==> src/rtl/instr_fetch.sv <==
// Instruction fetch: PC generation, one-outstanding imem requests, 2-entry
// {pc, data} buffer with valid/ready output, and redirect flush handling.
module instr_fetch #(
  parameter int               WIDTH    = 32,
  parameter logic [WIDTH-1:0] RESET_PC = '0
) (
  input  logic             clk,
  input  logic             rst,
  output logic             imem_req,
  output logic [WIDTH-1:0] imem_addr,
  input  logic             imem_gnt,
  input  logic             imem_rvalid,
  input  logic [WIDTH-1:0] imem_rdata,
  input  logic             redirect_valid,
  input  logic [WIDTH-1:0] redirect_pc,
  output logic             instr_valid,
  input  logic             instr_ready,
  output logic [WIDTH-1:0] instr_data,
  output logic [WIDTH-1:0] instr_pc
);

  typedef enum logic [1:0] {IDLE, REQ, WAIT, DROP} state_t;

  state_t           state, state_nxt;
  logic [WIDTH-1:0] pc, req_pc;
  logic [WIDTH-1:0] fifo_pc   [2];
  logic [WIDTH-1:0] fifo_data [2];
  logic             wptr, rptr;
  logic [1:0]       count;
  logic             push, pop, space, granted;

  assign space   = (count < 2'd2);
  assign pop     = instr_valid && instr_ready;
  assign granted = (state == REQ) && imem_gnt;

  assign imem_req    = (state == REQ);
  assign imem_addr   = pc;
  assign instr_valid = (count != 2'd0);
  assign instr_data  = fifo_data[rptr];
  assign instr_pc    = fifo_pc[rptr];

  always_ff @(posedge clk or posedge rst) begin
    if (rst) state <= IDLE;
    else     state <= state_nxt;
  end

  // A redirect never pushes: any response arriving with it belongs to the old path.
  always_comb begin
    state_nxt = state;
    push      = 1'b0;
    case (state)
      IDLE: begin
        if (redirect_valid || space) state_nxt = REQ;
      end
      REQ: begin
        if (imem_gnt) state_nxt = redirect_valid ? DROP : WAIT;
      end
      WAIT: begin
        if (redirect_valid) begin
          state_nxt = imem_rvalid ? REQ : DROP;
        end else if (imem_rvalid) begin
          push      = 1'b1;
          state_nxt = (count == 2'd0 || (count == 2'd1 && pop)) ? REQ : IDLE;
        end
      end
      DROP: begin
        if (imem_rvalid) state_nxt = REQ;
      end
      default: state_nxt = IDLE;
    endcase
  end

  always_ff @(posedge clk or posedge rst) begin
    if (rst) begin
      pc     <= RESET_PC;
      req_pc <= '0;
    end else begin
      if (redirect_valid) pc <= redirect_pc & ~(WIDTH'(3));
      else if (granted)   pc <= pc + WIDTH'(4);
      if (granted) req_pc <= pc;
    end
  end

  // Buffer control; a pop coinciding with a redirect is discarded by the flush.
  always_ff @(posedge clk or posedge rst) begin
    if (rst) begin
      count <= 2'd0;
      wptr  <= 1'b0;
      rptr  <= 1'b0;
    end else if (redirect_valid) begin
      count <= 2'd0;
      wptr  <= 1'b0;
      rptr  <= 1'b0;
    end else begin
      if (push) wptr <= ~wptr;
      if (pop)  rptr <= ~rptr;
      count <= count + {1'b0, push} - {1'b0, pop};
    end
  end

  always_ff @(posedge clk or posedge rst) begin
    if (rst) begin
      for (int i = 0; i < 2; i++) begin
        fifo_pc[i]   <= '0;
        fifo_data[i] <= '0;
      end
    end else if (push) begin
      fifo_pc[wptr]   <= req_pc;
      fifo_data[wptr] <= imem_rdata;
    end
  end

endmodule

==> config.mk <==
export PLATFORM = sky130hd
export DESIGN_NAME = instr_fetch
export DESIGN_NICKNAME = d
export VERILOG_FILES = /design/src/rtl/instr_fetch.sv
export SDC_FILE = /design/constraint.sdc
export NUM_CORES = 1
export LEC_CHECK = 0
export ABC_CLOCK_PERIOD_IN_PS = 6650
export CAP_MARGIN = 30
export CORE_MARGIN = 3
export CORE_UTILIZATION = 28
export DETAILED_ROUTE_END_ITERATION = 8
export SYNTH_ARGS = -nofsm -noshare
export SYNTH_HDL_FRONTEND = slang
export SYNTH_SLANG_ARGS = --single-unit
==> constraint.sdc <==
create_clock -name clk -period 6.65 [get_ports clk]
set_input_delay 1.33 -clock clk [delete_from_list [all_inputs] [get_ports clk]]
set_output_delay 1.33 -clock clk [all_outputs]
set_load 0.05 [all_outputs]
==> results of run 1 <==
## per-layer routing
layer | GRT usage | share of wire
met3 | 0.0378 | 0.063
met4 | 0.0338 | 0.014
met1 | 0.186 | 0.49
met5 | 0 | 0
met2 | 0.190 | 0.43
## through the flow
stage	worst slack, ps	total power, mW	hold WS [ps]	std cells
finish	2160	5.14	502	1196
CTS	2150	5.21	506	1196
global placement	2330	4.06	482	1163
detailed placement	2320	4.09	487	1164
global route	2030	5.41	513	1196
floorplan	150	3.36	462	646
## kinds of logic (layout without fill, tap and decap cells)
| family | Yosys count | after routing |
|---|---|---|
| mux | 216 | 216 |
| flops | 190 | 190 |
| simple gates | 110 | 110 |
| compound gates | 52 | 52 |
| buf+inv | 51 | 211 |
| xor+xnor | 16 | 16 |
| fa+ha+maj | 7 | 7 |
| other cells | 1 | 4 |
## where the power goes
group          switching [mW]  internal (mW)  leakage [nW]  total [mW]
Clock                   0.500          0.590         0.305        1.09
Sequential              0.246           1.52          2.42        1.76
Combinational            1.33          0.955          2.10        2.28
Total                    2.07           3.06          4.83        5.14
## cell type report
type                       instances  share of cell area
tap                              390              0.0435
sequential                       190               0.424
multi-input combinational        405               0.321
clock inverter                    14              0.0174
inverter                          11             0.00435
timing repair buffer             168               0.151
clock buffer                      18              0.0391
## sequential cells by signal, indices dropped and copies added, names as in the netlist
name / count
fifo_data: 64
state: 2
imem_addr: 30
rptr: 1
count: 2
fifo_pc: 60
wptr: 1
req_pc: 30
## worst min-delay path by stage
| stage | startpoint | endpoint | cells past startpoint |
|---|---|---|---|
| detailed placement | fifo_pc[21] | fifo_pc[21] | 1 |
| finish | fifo_data[20] | fifo_data[20] | 1 |
| global placement | fifo_pc[7] | fifo_pc[7] | 1 |
| global route | fifo_pc[28] | fifo_pc[28] | 1 |
| floorplan | req_pc[15] | req_pc[15] | 2 |
| CTS | fifo_pc[21] | fifo_pc[21] | 1 |
## placed cells by master, fill, tap and decap left out, types with 2 or more instances in the layout
cell type / Yosys / final
clkinvlp_4: 0 / 2
o211ai_1: 3 / 3
bufinv_16: 0 / 2
clkdlybuf4s50_1: 0 / 161
clkinv_8: 0 / 2
clkbuf_16: 0 / 17
xor2_1: 13 / 13
mux2_2: 213 / 213
a31oi_1: 14 / 14
and4_1: 4 / 4
nor2b_1: 2 / 2
buf_4: 6 / 5
inv_8: 0 / 8
nand3_1: 13 / 13
nand4_1: 11 / 11
ha_1: 7 / 7
o31ai_1: 14 / 14
nor2_1: 19 / 18
mux2i_1: 3 / 3
nand2_1: 30 / 30
and3_1: 4 / 4
and2_1: 5 / 4
o21ai_0: 18 / 18
inv_1: 10 / 9
dfrtp_1: 190 / 189
xnor2_1: 3 / 3
conb_1: 1 / 4
or4_1: 17 / 17
==> impl_metrics.toml, run 1 <==
[outcome]
status = "complete, no violations"

[flow_run]
max_cap_viol_count = 0

[synthesis]
syn_inst = 643
synth_edf_count = 0
syn_area_per_cell_um2 = 13.3
yosysUniqueCellTypes = 34
ys_ff_latch = 190
seq_area_frac_synth = 0.556
synthXorXnorAreaFrac = 0.0164
synth_area_leaders = "dfrtp_1, mux2_2, or4_1"
synthSimpleGateAreaFrac = 0.0689
synth_top_family_by_area = "multiplexers"
syn_area_um2 = 8560
synthAdderAreaFrac = 0.0102
synth_ff_type = "dfrtp_1"
yosysWarnings = 0
synth-compound-area-share = 0.0385
synth.most_common_cell = "mux2_2"
async_flop_share = 1.00
yosys-top-cells-count = "mux2_2, dfrtp_1, nand2_1"
synthMuxAreaShare = 0.284
yosysTopAreaCell = "dfrtp_1"
synth_top_area_share = 0.556

[cts]
clock_path_buffers = 2
cts_resized = 0
numCtsBuffers = 17
ctsHtreeMaxLevel = 4
clk_pin_slew_worst_paths_ps = 70
cts_tree = "yes"
cts_sinks = 190
clkLatencyLatePin_ps = 430
ctsHoldBuffers = 0
root_buffer = "clkbuf_16"
post_cts_buffers = 0

[layout]
area_growth_pct = 31.1
final-seq-area_um2 = 4760
fillers = 2890
diodes = 0
fin_area_um2 = 11200
final_core_util = 0.376
fin_nets = 870
multi_input_area_um2 = 3600
drive_above_1_share = 0.321

[floorplan]
die_h_um = 181
rows = 63
start_util = 0.286
coreArea_um2 = 29900
io_pins = 168
dieWidth_um = 181
die_area_um2 = 32700

[routing]
vias_per_cell = 4.71
wirelength_um = 20900
wl_per_cell_um = 17.5
ant_nets = 0
route.detailed.drc = 0
drt-pass1-iter-count = 4
dr_total_vias = 5631
first_iter_violations = 240

[global_routing]
track_usage = 0.129
grt_pass1_wl_um = 33600
antenna_found_initial = 0
grt_pass1_vias = 5753
grt_max_degree = 102
grt_overflow = 0

[critical_path]
path_cells = "buf_4 > mux2_2 > clkdlybuf4s50_1"
critPathCapture = "instr_pc[21]"
end_kind = "output port"
reg2reg_setup_slack_ps = 4030
r2r-end = "imem_addr[17]"
critical_path.startpoint_type = "flop"
crit_fanout = 32
critical_path_required_ps = 5320
cp.buffers_inverters = 2
ff2ff_path_depth = 6
cp.depth = 3
crit_slowest_cell = "dfrtp_2"
cpPeakStageDelay_ps = 1000
crit_type = "flop to output port"
crit_family = "buffers and inverters"
r2r-start = "state[1]"
worstPathArrival_ps = 3160
crit_start = "rptr"

[worst_hold_path]
hp-class = "flop to flop"

[sta]
finalSetupTns_ps = 0
layout_worst_path_cycle_share = 0.675
setup_violations = 0
rsz0062_at_grt = "no"
slew_headroom = 0.369
fin_crit_ps = 4490
maxSlewViolCount = 0
hold_viol = 0
worst_slew_pin_slew_ps = 946
fmax_mhz = 223
finClkSkew_ps = 11.4

[power]
ir_drop_uv = 207
power_density_nw_per_um2 = 458
total_leakage_power_nw = 4.83

[placement]
place_area_um2 = 10600
post-dp-hpwl_um = 14000
place_congestion = 0.738
io_buffers = 161
(Power assumes the default switching activity.)
==> run 2, diff against run 1 <==
ABC_CLOCK_PERIOD_IN_PS = 4330   (was 6650)
clock period = 4.33 ns   (was 6.65 ns; I/O delays follow)
==> run 2 against run 1 <==
Compared with the run above:
- final cell count increased by 0.25%
- critical path depth did not move
- global-route usage about the same
==> impl_metrics.toml, run 2 (synthesis results as in run 1) <==
[outcome]
status = "complete, no violations"

[routing]
vias_per_cell = 4.71
wirelength_um = 20900
route.detailed.drc = 0
wl_met3_um = 1170
ant_nets = 0
first_iter_violations = 201
top_layer = "met4"
drt-pass1-iter-count = 4
dr_total_vias = 5648
wl_met1_um = 10100
routed-wl-met2_um = 9530
wl_per_cell_um = 17.4

[worst_hold_path]
hold_depth = 1
hp-class = "flop to flop"

[layout]
fin_area_um2 = 11300
final_cell_mix = "mux2_2, dfrtp_1, clkdlybuf4s50_1"
layout_commonest_cell = "mux2_2"
area_growth_pct = 31.8
registers.top_by_ff_count = "fifo_data"
drive_above_1_share = 0.324
diodes = 0
instances_no_fill = 1199
top_regs = "fifo_data: 64 flops, fifo_pc: 60 flops"
final_core_util = 0.378
fillers = 2915
fin_nets = 873
largest_reg_flops = 64

[critical_path]
crit_slowest_cell = "clkdlybuf4s50_1"
reg2reg_setup_slack_ps = 1750
r2r-end = "imem_addr[23]"
critical_path_required_ps = 3460
crit_fanout = 35
ff2ff_path_depth = 6
cp.depth = 3
crit_start = "rptr"
crit_family = "buffers and inverters"
end_kind = "output port"
path_cells = "buf_12 > mux2_2 > clkdlybuf4s50_1"
worstPathArrival_ps = 2650
r2r-start = "state[1]"
cpPeakStageDelay_ps = 770
critical_path.startpoint_type = "flop"
critPathCapture = "instr_pc[31]"
cp.buffers_inverters = 2
crit_type = "flop to output port"

[flow_run]
max_cap_viol_count = 0

[global_routing]
antenna_found_initial = 0
grt_pass1_wl_um = 33800
grt_pass1_vias = 5810
grt_overflow = 0
grt_max_degree = 63
track_usage = 0.129

[placement]
place_congestion = 0.736
io_buffers = 161
place_area_um2 = 10700
place_inst = 1167
post-dp-hpwl_um = 14000

[power]
power_density_nw_per_um2 = 694
total_leakage_power_nw = 4.85
ir_drop_uv = 323

[cts]
root_buffer = "clkbuf_16"
post_cts_buffers = 0
ctsHoldBuffers = 0
clkLatencyLatePin_ps = 430
ctsHtreeMaxLevel = 4
cts_sinks = 190
clock_path_buffers = 2
cts_tree = "yes"
clk_pin_slew_worst_paths_ps = 70
cts_resized = 0
numCtsBuffers = 17

[floorplan]
die_h_um = 181
io_pins = 168
die_area_um2 = 32700
rows = 63
coreArea_um2 = 29900
start_util = 0.286
dieWidth_um = 181

[sta]
setup_violations = 0
fmax_mhz = 285
fin_crit_ps = 3510
layout_worst_path_cycle_share = 0.812
worst_slew_pin_slew_ps = 943
maxSlewViolCount = 0
rsz0062_at_grt = "no"
finClkSkew_ps = 13.2
hold_viol = 0
slew_headroom = 0.371
finalSetupTns_ps = 0
-- run 2: cell types whose count changed in the layout (fill, tap and decap cells not counted), sizes merged --
cell / delta
clkinv: +2
bufinv: -1
buf: +3
clkinvlp: -1
-- run 2: cell type report --
class | instances | area, um^2 | area share
multi-input combinational | 405 | 3600 | 0.319
clock buffer | 18 | 439 | 0.0389
clock inverter | 14 | 168 | 0.0149
timing repair buffer | 171 | 1790 | 0.158
inverter | 11 | 45.0 | 0.00399
tap | 390 | 488 | 0.0432
sequential | 190 | 4760 | 0.422
-- run 2: worst min path at each step --
stage	start	slack, ps	end
floorplan	req_pc[15]	460	req_pc[15]
CTS	fifo_data[3]	500	fifo_data[3]
finish	fifo_pc[21]	500	fifo_pc[21]
detailed placement	fifo_data[3]	490	fifo_data[3]
global placement	fifo_data[25]	480	fifo_data[25]
global route	fifo_pc[18]	510	fifo_pc[18]
-- run 2: layer usage --
metal  up-vias  global-route usage
li1       2638                   -
met1      2857               0.184
met2       145               0.197
met3         8              0.0385
met4         0              0.0212
met5         -                   0
-- run 2: through the flow --
step | hold WS (ps) | worst slack (ps) | total power [mW]
after global routing | 513 | 713 | 8.25
after floorplan | 462 | 1020 | 5.16
after global placement | 481 | 1220 | 6.25
after detailed placement | 487 | 1160 | 6.29
after CTS | 505 | 775 | 7.96
final | 501 | 816 | 7.84
-- run 2: report_power, final --
group	switching [mW]	internal [mW]	leakage [nW]
sequential	0.376	2.33	2.42
clock	0.765	0.846	0.301
combinational	2.04	1.48	2.13
total	3.18	4.66	4.85
